--- config.mk ---
export PLATFORM = sky130hd
export DESIGN_NAME = seq_divider_32_flat
export DESIGN_NICKNAME = d
export VERILOG_FILES = /design/src/rtl/div_pkg.sv /design/src/rtl/seq_divider_32_if.sv /design/src/rtl/cla_sub_4bit.sv /design/src/rtl/seq_divider_32.sv /design/src/flat_wrapper.sv
export SDC_FILE = /design/constraint.sdc
export NUM_CORES = 1
export LEC_CHECK = 0
export CORE_ASPECT_RATIO = 1.5
export CORE_UTILIZATION = 28
export CTS_BUF_LIST = sky130_fd_sc_hd__clkbuf_4
export CTS_CLUSTER_DIAMETER = 60
export DETAILED_ROUTE_END_ITERATION = 8
export SLEW_MARGIN = 40
export SYNTH_ARGS = -nofsm -noshare
export SYNTH_HDL_FRONTEND = slang
export SYNTH_SLANG_ARGS = --single-unit
--- constraint.sdc ---
create_clock -name clk -period 3.54 [get_ports clk]
set_input_delay 0.354 -clock clk [delete_from_list [all_inputs] [get_ports clk]]
set_output_delay 0.354 -clock clk [all_outputs]
set_load 0.05 [all_outputs]
--- src/rtl/div_pkg.sv ---
// Shared types, widths and helpers for the 32-bit sequential divider.
package div_pkg;

    localparam int unsigned DIV_WIDTH   = 32;
    localparam int unsigned COUNT_WIDTH = 6;

    typedef enum logic [1:0] {
        IDLE  = 2'd0,
        RUN   = 2'd1,
        FIXUP = 2'd2
    } div_state_e;

    // Two's-complement negate when en is set, pass-through otherwise.
    function automatic logic [DIV_WIDTH-1:0] neg_if(input logic en, input logic [DIV_WIDTH-1:0] x);
        return en ? DIV_WIDTH'(~x + 1'b1) : x;
    endfunction

endpackage

--- src/rtl/seq_divider_32_if.sv ---
// Request/result bundle between a requester and the sequential divider.
interface seq_divider_32_if;
    import div_pkg::*;

    logic                 start;
    logic                 signed_op;
    logic [DIV_WIDTH-1:0] dividend;
    logic [DIV_WIDTH-1:0] divisor;
    logic [DIV_WIDTH-1:0] quotient;
    logic [DIV_WIDTH-1:0] remainder;
    logic                 busy;
    logic                 done;
    logic                 div_by_zero;

    modport master (
        output start, signed_op, dividend, divisor,
        input  quotient, remainder, busy, done, div_by_zero
    );

    modport slave (
        input  start, signed_op, dividend, divisor,
        output quotient, remainder, busy, done, div_by_zero
    );

endinterface

--- src/rtl/cla_sub_4bit.sv ---
// 4-bit carry-lookahead slice computing a + ~b + cin (subtract with carry-in).
module cla_sub_4bit (
    input  logic [3:0] a,
    input  logic [3:0] b,
    input  logic       cin,
    output logic [3:0] diff,
    output logic       cout
);

    logic [3:0] b_n;
    logic [3:0] g;
    logic [3:0] p;
    logic [4:0] c;

    assign b_n = ~b;
    assign g   = a & b_n;
    assign p   = a ^ b_n;

    assign c[0] = cin;
    assign c[1] = g[0] | (p[0] & cin);
    assign c[2] = g[1] | (p[1] & g[0]) | (p[1] & p[0] & cin);
    assign c[3] = g[2] | (p[2] & g[1]) | (p[2] & p[1] & g[0]) | (p[2] & p[1] & p[0] & cin);
    assign c[4] = g[3] | (p[3] & g[2]) | (p[3] & p[2] & g[1]) | (p[3] & p[2] & p[1] & g[0])
                | (p[3] & p[2] & p[1] & p[0] & cin);

    assign diff = p ^ c[3:0];
    assign cout = c[4];

endmodule

--- src/rtl/seq_divider_32.sv ---
// 32-bit restoring divider, one quotient bit per cycle, signed/unsigned,
// with divide-by-zero reported as all-ones quotient and original dividend.
module seq_divider_32
    import div_pkg::*;
(
    input  logic            clk,
    input  logic            reset,
    seq_divider_32_if.slave bus
);

    localparam int unsigned SUB_WIDTH = 36;
    localparam int unsigned SLICES    = SUB_WIDTH / 4;

    div_state_e             state_q, state_d;
    logic [COUNT_WIDTH-1:0] count_q, count_d;
    logic [DIV_WIDTH-1:0]   rem_q, rem_d;
    logic [DIV_WIDTH-1:0]   quo_q, quo_d;
    logic [DIV_WIDTH-1:0]   dvsr_q, dvsr_d;
    logic                   quo_neg_q, quo_neg_d;
    logic                   rem_neg_q, rem_neg_d;
    logic [DIV_WIDTH-1:0]   quotient_q, quotient_d;
    logic [DIV_WIDTH-1:0]   remainder_q, remainder_d;
    logic                   busy_q, busy_d;
    logic                   done_q, done_d;
    logic                   dbz_q, dbz_d;

    logic                   dend_neg_c;
    logic                   dvsr_neg_c;
    logic [DIV_WIDTH-1:0]   dend_mag_c;
    logic [DIV_WIDTH-1:0]   dvsr_mag_c;

    logic [DIV_WIDTH:0]     rem_shift;
    logic [SUB_WIDTH-1:0]   sub_a;
    logic [SUB_WIDTH-1:0]   sub_b;
    logic [SUB_WIDTH-1:0]   diff;
    logic [SLICES:0]        carry;
    logic                   trial_ok;

    // Operand magnitudes and signs seen at the start edge.
    assign dend_neg_c = bus.signed_op & bus.dividend[DIV_WIDTH-1];
    assign dvsr_neg_c = bus.signed_op & bus.divisor[DIV_WIDTH-1];
    assign dend_mag_c = neg_if(dend_neg_c, bus.dividend);
    assign dvsr_mag_c = neg_if(dvsr_neg_c, bus.divisor);

    // Trial subtract of the shifted partial remainder, zero-extended to 36 bits.
    assign rem_shift = {rem_q, quo_q[DIV_WIDTH-1]};
    assign sub_a     = SUB_WIDTH'(rem_shift);
    assign sub_b     = SUB_WIDTH'(dvsr_q);
    assign carry[0]  = 1'b1;

    for (genvar i = 0; i < SLICES; i++) begin : g_sub
        cla_sub_4bit u_slice (
            .a    (sub_a[4*i +: 4]),
            .b    (sub_b[4*i +: 4]),
            .cin  (carry[i]),
            .diff (diff[4*i +: 4]),
            .cout (carry[i+1])
        );
    end

    // No borrow out means the difference is non-negative; upper bits are zero then.
    assign trial_ok = carry[SLICES] & ~(|diff[SUB_WIDTH-1:DIV_WIDTH]);

    always_ff @(posedge clk or negedge reset) begin
        if (!reset) state_q <= IDLE;
        else        state_q <= state_d;
    end

    always_comb begin
        state_d     = state_q;
        count_d     = count_q;
        rem_d       = rem_q;
        quo_d       = quo_q;
        dvsr_d      = dvsr_q;
        quo_neg_d   = quo_neg_q;
        rem_neg_d   = rem_neg_q;
        quotient_d  = quotient_q;
        remainder_d = remainder_q;
        dbz_d       = dbz_q;
        busy_d      = 1'b0;
        done_d      = 1'b0;

        case (state_q)
            IDLE: begin
                if (bus.start) begin
                    rem_d     = '0;
                    quo_d     = dend_mag_c;
                    dvsr_d    = dvsr_mag_c;
                    quo_neg_d = dend_neg_c ^ dvsr_neg_c;
                    rem_neg_d = dend_neg_c;
                    count_d   = '0;
                    busy_d    = 1'b1;
                    state_d   = (dvsr_mag_c == '0) ? FIXUP : RUN;
                end
            end
            RUN: begin
                rem_d   = trial_ok ? diff[DIV_WIDTH-1:0] : rem_shift[DIV_WIDTH-1:0];
                quo_d   = {quo_q[DIV_WIDTH-2:0], trial_ok};
                count_d = COUNT_WIDTH'(count_q + 1'b1);
                busy_d  = 1'b1;
                if (count_q == COUNT_WIDTH'(DIV_WIDTH - 1)) state_d = FIXUP;
            end
            FIXUP: begin
                done_d  = 1'b1;
                state_d = IDLE;
                if (dvsr_q == '0) begin
                    // quo still holds the dividend magnitude; restore its sign.
                    quotient_d  = '1;
                    remainder_d = neg_if(rem_neg_q, quo_q);
                    dbz_d       = 1'b1;
                end else begin
                    quotient_d  = neg_if(quo_neg_q, quo_q);
                    remainder_d = neg_if(rem_neg_q, rem_q);
                    dbz_d       = 1'b0;
                end
            end
            default: state_d = IDLE;
        endcase
    end

    always_ff @(posedge clk or negedge reset) begin
        if (!reset) begin
            count_q     <= '0;
            rem_q       <= '0;
            quo_q       <= '0;
            dvsr_q      <= '0;
            quo_neg_q   <= 1'b0;
            rem_neg_q   <= 1'b0;
            quotient_q  <= '0;
            remainder_q <= '0;
            busy_q      <= 1'b0;
            done_q      <= 1'b0;
            dbz_q       <= 1'b0;
        end else begin
            count_q     <= count_d;
            rem_q       <= rem_d;
            quo_q       <= quo_d;
            dvsr_q      <= dvsr_d;
            quo_neg_q   <= quo_neg_d;
            rem_neg_q   <= rem_neg_d;
            quotient_q  <= quotient_d;
            remainder_q <= remainder_d;
            busy_q      <= busy_d;
            done_q      <= done_d;
            dbz_q       <= dbz_d;
        end
    end

    assign bus.quotient    = quotient_q;
    assign bus.remainder   = remainder_q;
    assign bus.busy        = busy_q;
    assign bus.done        = done_q;
    assign bus.div_by_zero = dbz_q;

endmodule

--- src/flat_wrapper.sv ---
// flat-port wrapper written by rule: the top's interface ports become plain ports
module seq_divider_32_flat import div_pkg::*;
  (clk, reset, bus_start, bus_signed_op, bus_dividend, bus_divisor, bus_quotient, bus_remainder, bus_busy, bus_done, bus_div_by_zero);
  seq_divider_32_if bus_i ();
  input  logic clk;
  input  logic reset;
  input wire logic [$bits(bus_i.start)-1:0] bus_start;
  input wire logic [$bits(bus_i.signed_op)-1:0] bus_signed_op;
  input wire logic [$bits(bus_i.dividend)-1:0] bus_dividend;
  input wire logic [$bits(bus_i.divisor)-1:0] bus_divisor;
  output wire logic [$bits(bus_i.quotient)-1:0] bus_quotient;
  output wire logic [$bits(bus_i.remainder)-1:0] bus_remainder;
  output wire logic [$bits(bus_i.busy)-1:0] bus_busy;
  output wire logic [$bits(bus_i.done)-1:0] bus_done;
  output wire logic [$bits(bus_i.div_by_zero)-1:0] bus_div_by_zero;
  assign bus_i.start = bus_start;
  assign bus_i.signed_op = bus_signed_op;
  assign bus_i.dividend = bus_dividend;
  assign bus_i.divisor = bus_divisor;
  assign bus_quotient = bus_i.quotient;
  assign bus_remainder = bus_i.remainder;
  assign bus_busy = bus_i.busy;
  assign bus_done = bus_i.done;
  assign bus_div_by_zero = bus_i.div_by_zero;
  seq_divider_32 u_core (.clk(clk), .reset(reset), .bus(bus_i));
endmodule
==> run_results.csv <==
group,metric,value,unit
pwr,p_switching,0.00503,W
die,num_io_pins,135,
routing,antenna_left,0,
die,start_util,0.284,
die,die_w,173,um
routing,highest_layer,"met4",
global_route,grtUsageTotal,0.179,
clock_tree,cts-root-buf,"clkbuf_4",
timing,period_share,1.01,
global_route,grt_start_max_net_pins,70,
synth,ys_seq_area_frac,0.354,
status,status,"finished, violations left",
synth,yosysMostFrequentCell,"nand2_1",
cells_and_area,syn2layout_area_growth,26.5,%
cells_and_area,drive_gt1_frac,0.129,
clock_tree,cts_sinks,173,
synth,yosys_warnings,0,
timing,rsz0062_at_grt,"yes",
routing,route.detailed.drc,0,
routing,routed_wirelength,40600,um
global_route,grt_pass1_vias,11355,
place,placed_area,15100,um^2
synth,syn_inst,1497,
setup_path,crit_fanout,8,
synth,mappedNetlistArea,12200,um^2
pwr,swShare,0.462,
timing,final.setup.tns,-0.115,ns
cells_and_area,final_area,15500,um^2
timing,slew_viol_final,0,
timing,post-route-min-period,3.57,ns
synth,yosysTopAreaCellShare,0.354,
cells_and_area,regArea,4330,um^2
routing,met2_length,20600,um
routing,wire_per_inst,17.8,um
routing,dr_wl_met3,1350,um
synth,synth_nets,1610,
setup_path,worstSetupPathType,"reg2reg",
timing,fin_skew,0.0299,ns
setup_path,worstPathRequired,4.08,ns
pwr,clkPwrFrac,0.099,
die,core,43100,um^2
cells_and_area,fin_nets,1807,
routing,firstDrtPassIters,5,
clock_tree,worstSkewPairLatency,0.65,ns
flow_run,maxCapViolCount,0,
synth,synth_top_area_cell,"dfrtp_1",
global_route,antenna_found_initial,1,
global_route,grt_pass1_wl,62600,um
pwr,p_leak,6.36,nW
place,place_inst,2238,
routing,drt_iter0_drc,656,
routing,vias,11693,
synth,post_synth_most_frequent_cells,"nand2_1, dfrtp_1, o21ai_0",
global_route,grt_remaining_overflow,0,
setup_path,cp-end-kind,"flop",
timing,fin_ws,-0.0252,ns
place,dp_hpwl,31300,um
synth,ys_types,76,
clock_tree,htreeDepth,4,
synth,synthArstFlopShare,1.00,
synth,syn_avg_cell_area,8.18,um^2
setup_path,arrival,4.10,ns
clock_tree,cts_made_buffers,17,
place,gp_congestion,0.896,
synth,yosys_most_used_dff,"dfrtp_1",
cells_and_area,multiInputGateArea,7390,um^2
place,portBuffers,134,
status,violations,"negative setup slack",
timing,setup-violations-final,7,
cells_and_area,n_fill_cell,4505,
pwr,seq_power_share,0.284,
hold_path,min_path_type,"in2async",
synth,synth_edf_count,0,
timing,relSlewSlack,0.515,
setup_path,worstSetupStartpointType,"flop",
clock_tree,cts_max_path_buffers,2,
cells_and_area,final_cells,2278,
timing,finalHoldViolCount,0,
die,dieHeight,258,um
pwr,power.density,703,nW/um^2
clock_tree,cts_tree,"yes",
pwr,p_int,0.00586,W
clock_tree,clk_pin_slew,0.16,ns
die,dieArea,44600,um^2
synth,synth_area_leaders,"dfrtp_1, nand2_1, xnor2_1",
pwr,ir_worst_vdd,0.000343,V
routing,wl_met1,16600,um
die,rows,93,
timing,fmaxAchievable,280,MHz
routing,avgViaCountPerCell,5.13,
pwr,combPwrFrac,0.618,
synth,ys_ff_latch,173,
timing,worstMarginPinSlew,0.727,ns
## per-stage QoR
step	total power [W]	utilization	hold slack (ns)	setup slack, ns
final	0.0109	0.360	0.237	-0.0252
after global routing	0.0117	0.360	0.294	-0.149
after CTS	0.0106	0.357	0.229	0.0233
after detailed placement	0.00949	0.350	0.407	-0.166
after global placement	0.00933	0.350	0.404	-0.115
after floorplan	0.00727	-	0.0584	-0.0724
## power groups by stage
stage | Sequential (W) | Combinational (W) | Clock [W]
6_report | 0.00309 | 0.00672 | 0.00107
5_1_grt | 0.00315 | 0.00739 | 0.00119
4_1_cts | 0.00307 | 0.00643 | 0.00112
3_5_place_dp | 0.00311 | 0.00638 | 0
3_3_place_gp | 0.00309 | 0.00624 | 0
2_1_floorplan | 0.00292 | 0.00435 | 0
## cells in the final DEF, fill, tap and decap left out, types with 9 or more instances in the layout
cell type,count
nor2_1,114
o22ai_1,24
nor4_1,33
or4_1,11
or3_1,26
clkdlybuf4s50_1,133
nand2_1,216
a22oi_1,18
inv_1,60
a221o_1,16
nand3_1,17
o311ai_1,9
buf_4,140
clkbuf_4,18
nor3_1,28
xnor2_1,89
a31oi_1,9
o21ai_1,37
dfrtp_1,171
o21ai_0,119
and3_1,11
xor2_1,75
mux2i_1,9
a21oi_1,84
ha_1,35
o31ai_1,32
## state kept, by name (all words and copies together) (netlist names)
register / count
u_core.quo_neg_q: 1
u_core.bus.done: 1
u_core.dvsr_q: 32
u_core.bus.remainder: 32
u_core.quo_q: 32
u_core.bus.busy: 1
u_core.state_q: 2
u_core.count_q: 6
u_core.bus.quotient: 32
u_core.bus.div_by_zero: 1
u_core.rem_neg_q: 1
u_core.rem_q: 32
## cells by family (layout without fill, tap and decap cells)
group,count (synthesis),count (layout),synth area share
and+or+nand+nor,510,510,0.193
buffers and inverters,169,379,0.0542
AOI/OAI and AO/OA,423,423,0.219
xor gates and xnor gates,164,164,0.117
muxes,13,13,0.0120
other,0,1,0
adders and majority gates,45,45,0.0503
DFF,173,173,0.354
## critical path: stages, from the launching register on
cell       delay, ns
dfrtp_2         0.48
ha_4            0.29
o21ai_4         0.06
a22o_1          0.25
or4_4           0.45
a2111oi_4       0.40
o2111a_2        0.28
o2111ai_4       0.15
and4_4          0.22
or3_4           0.38
clkbuf_16       0.20
a221o_1         0.30
## final timing paths
check                                        from  slack (ns)  cells past startpoint                      end
hold / removal                              reset        0.24                      2         u_core.dvsr_q[7]
setup reg to reg                 u_core.dvsr_q[0]       -0.03                     11          u_core.rem_q[5]
min in group clk                  bus_divisor[31]        0.37                      3        u_core.dvsr_q[31]
setup / recovery                 u_core.dvsr_q[0]       -0.03                     11          u_core.rem_q[5]
max in group asynchronous                   reset        2.22                      3  u_core.bus.quotient[16]
hold reg to reg            u_core.bus.quotient[2]        0.49                      2   u_core.bus.quotient[2]
## layer usage
metal | vias up | global-route usage
met5 | - | 0
met4 | 0 | 0.105
met3 | 86 | 0.0230
met2 | 306 | 0.317
met1 | 5593 | 0.207
li1 | 5708 | -
## what timing repair did
item | 4_1_cts | 5_1_grt
gates cloned | 0 | 2
endpoints found under the setup margin | 32 | 35
hold buffers | 1 | 0
gates resized for setup | 2 | 11
endpoints found under the hold margin | 66 | 0
pin swaps | 3 | 0
setup buffers | 1 | 3
## area by class of cell
cell class                      count  share of cell area
Tap cell                          570              0.0461
Timing Repair Buffer              284               0.166
Sequential cell                   173               0.280
Clock inverter                     14             0.00711
Inverter                           63              0.0153
Multi-Input combinational cell   1155               0.477
Antenna cell                        1            0.000162
Clock buffer                       18             0.00873
Note: power is estimated with default switching activity, not from simulation.
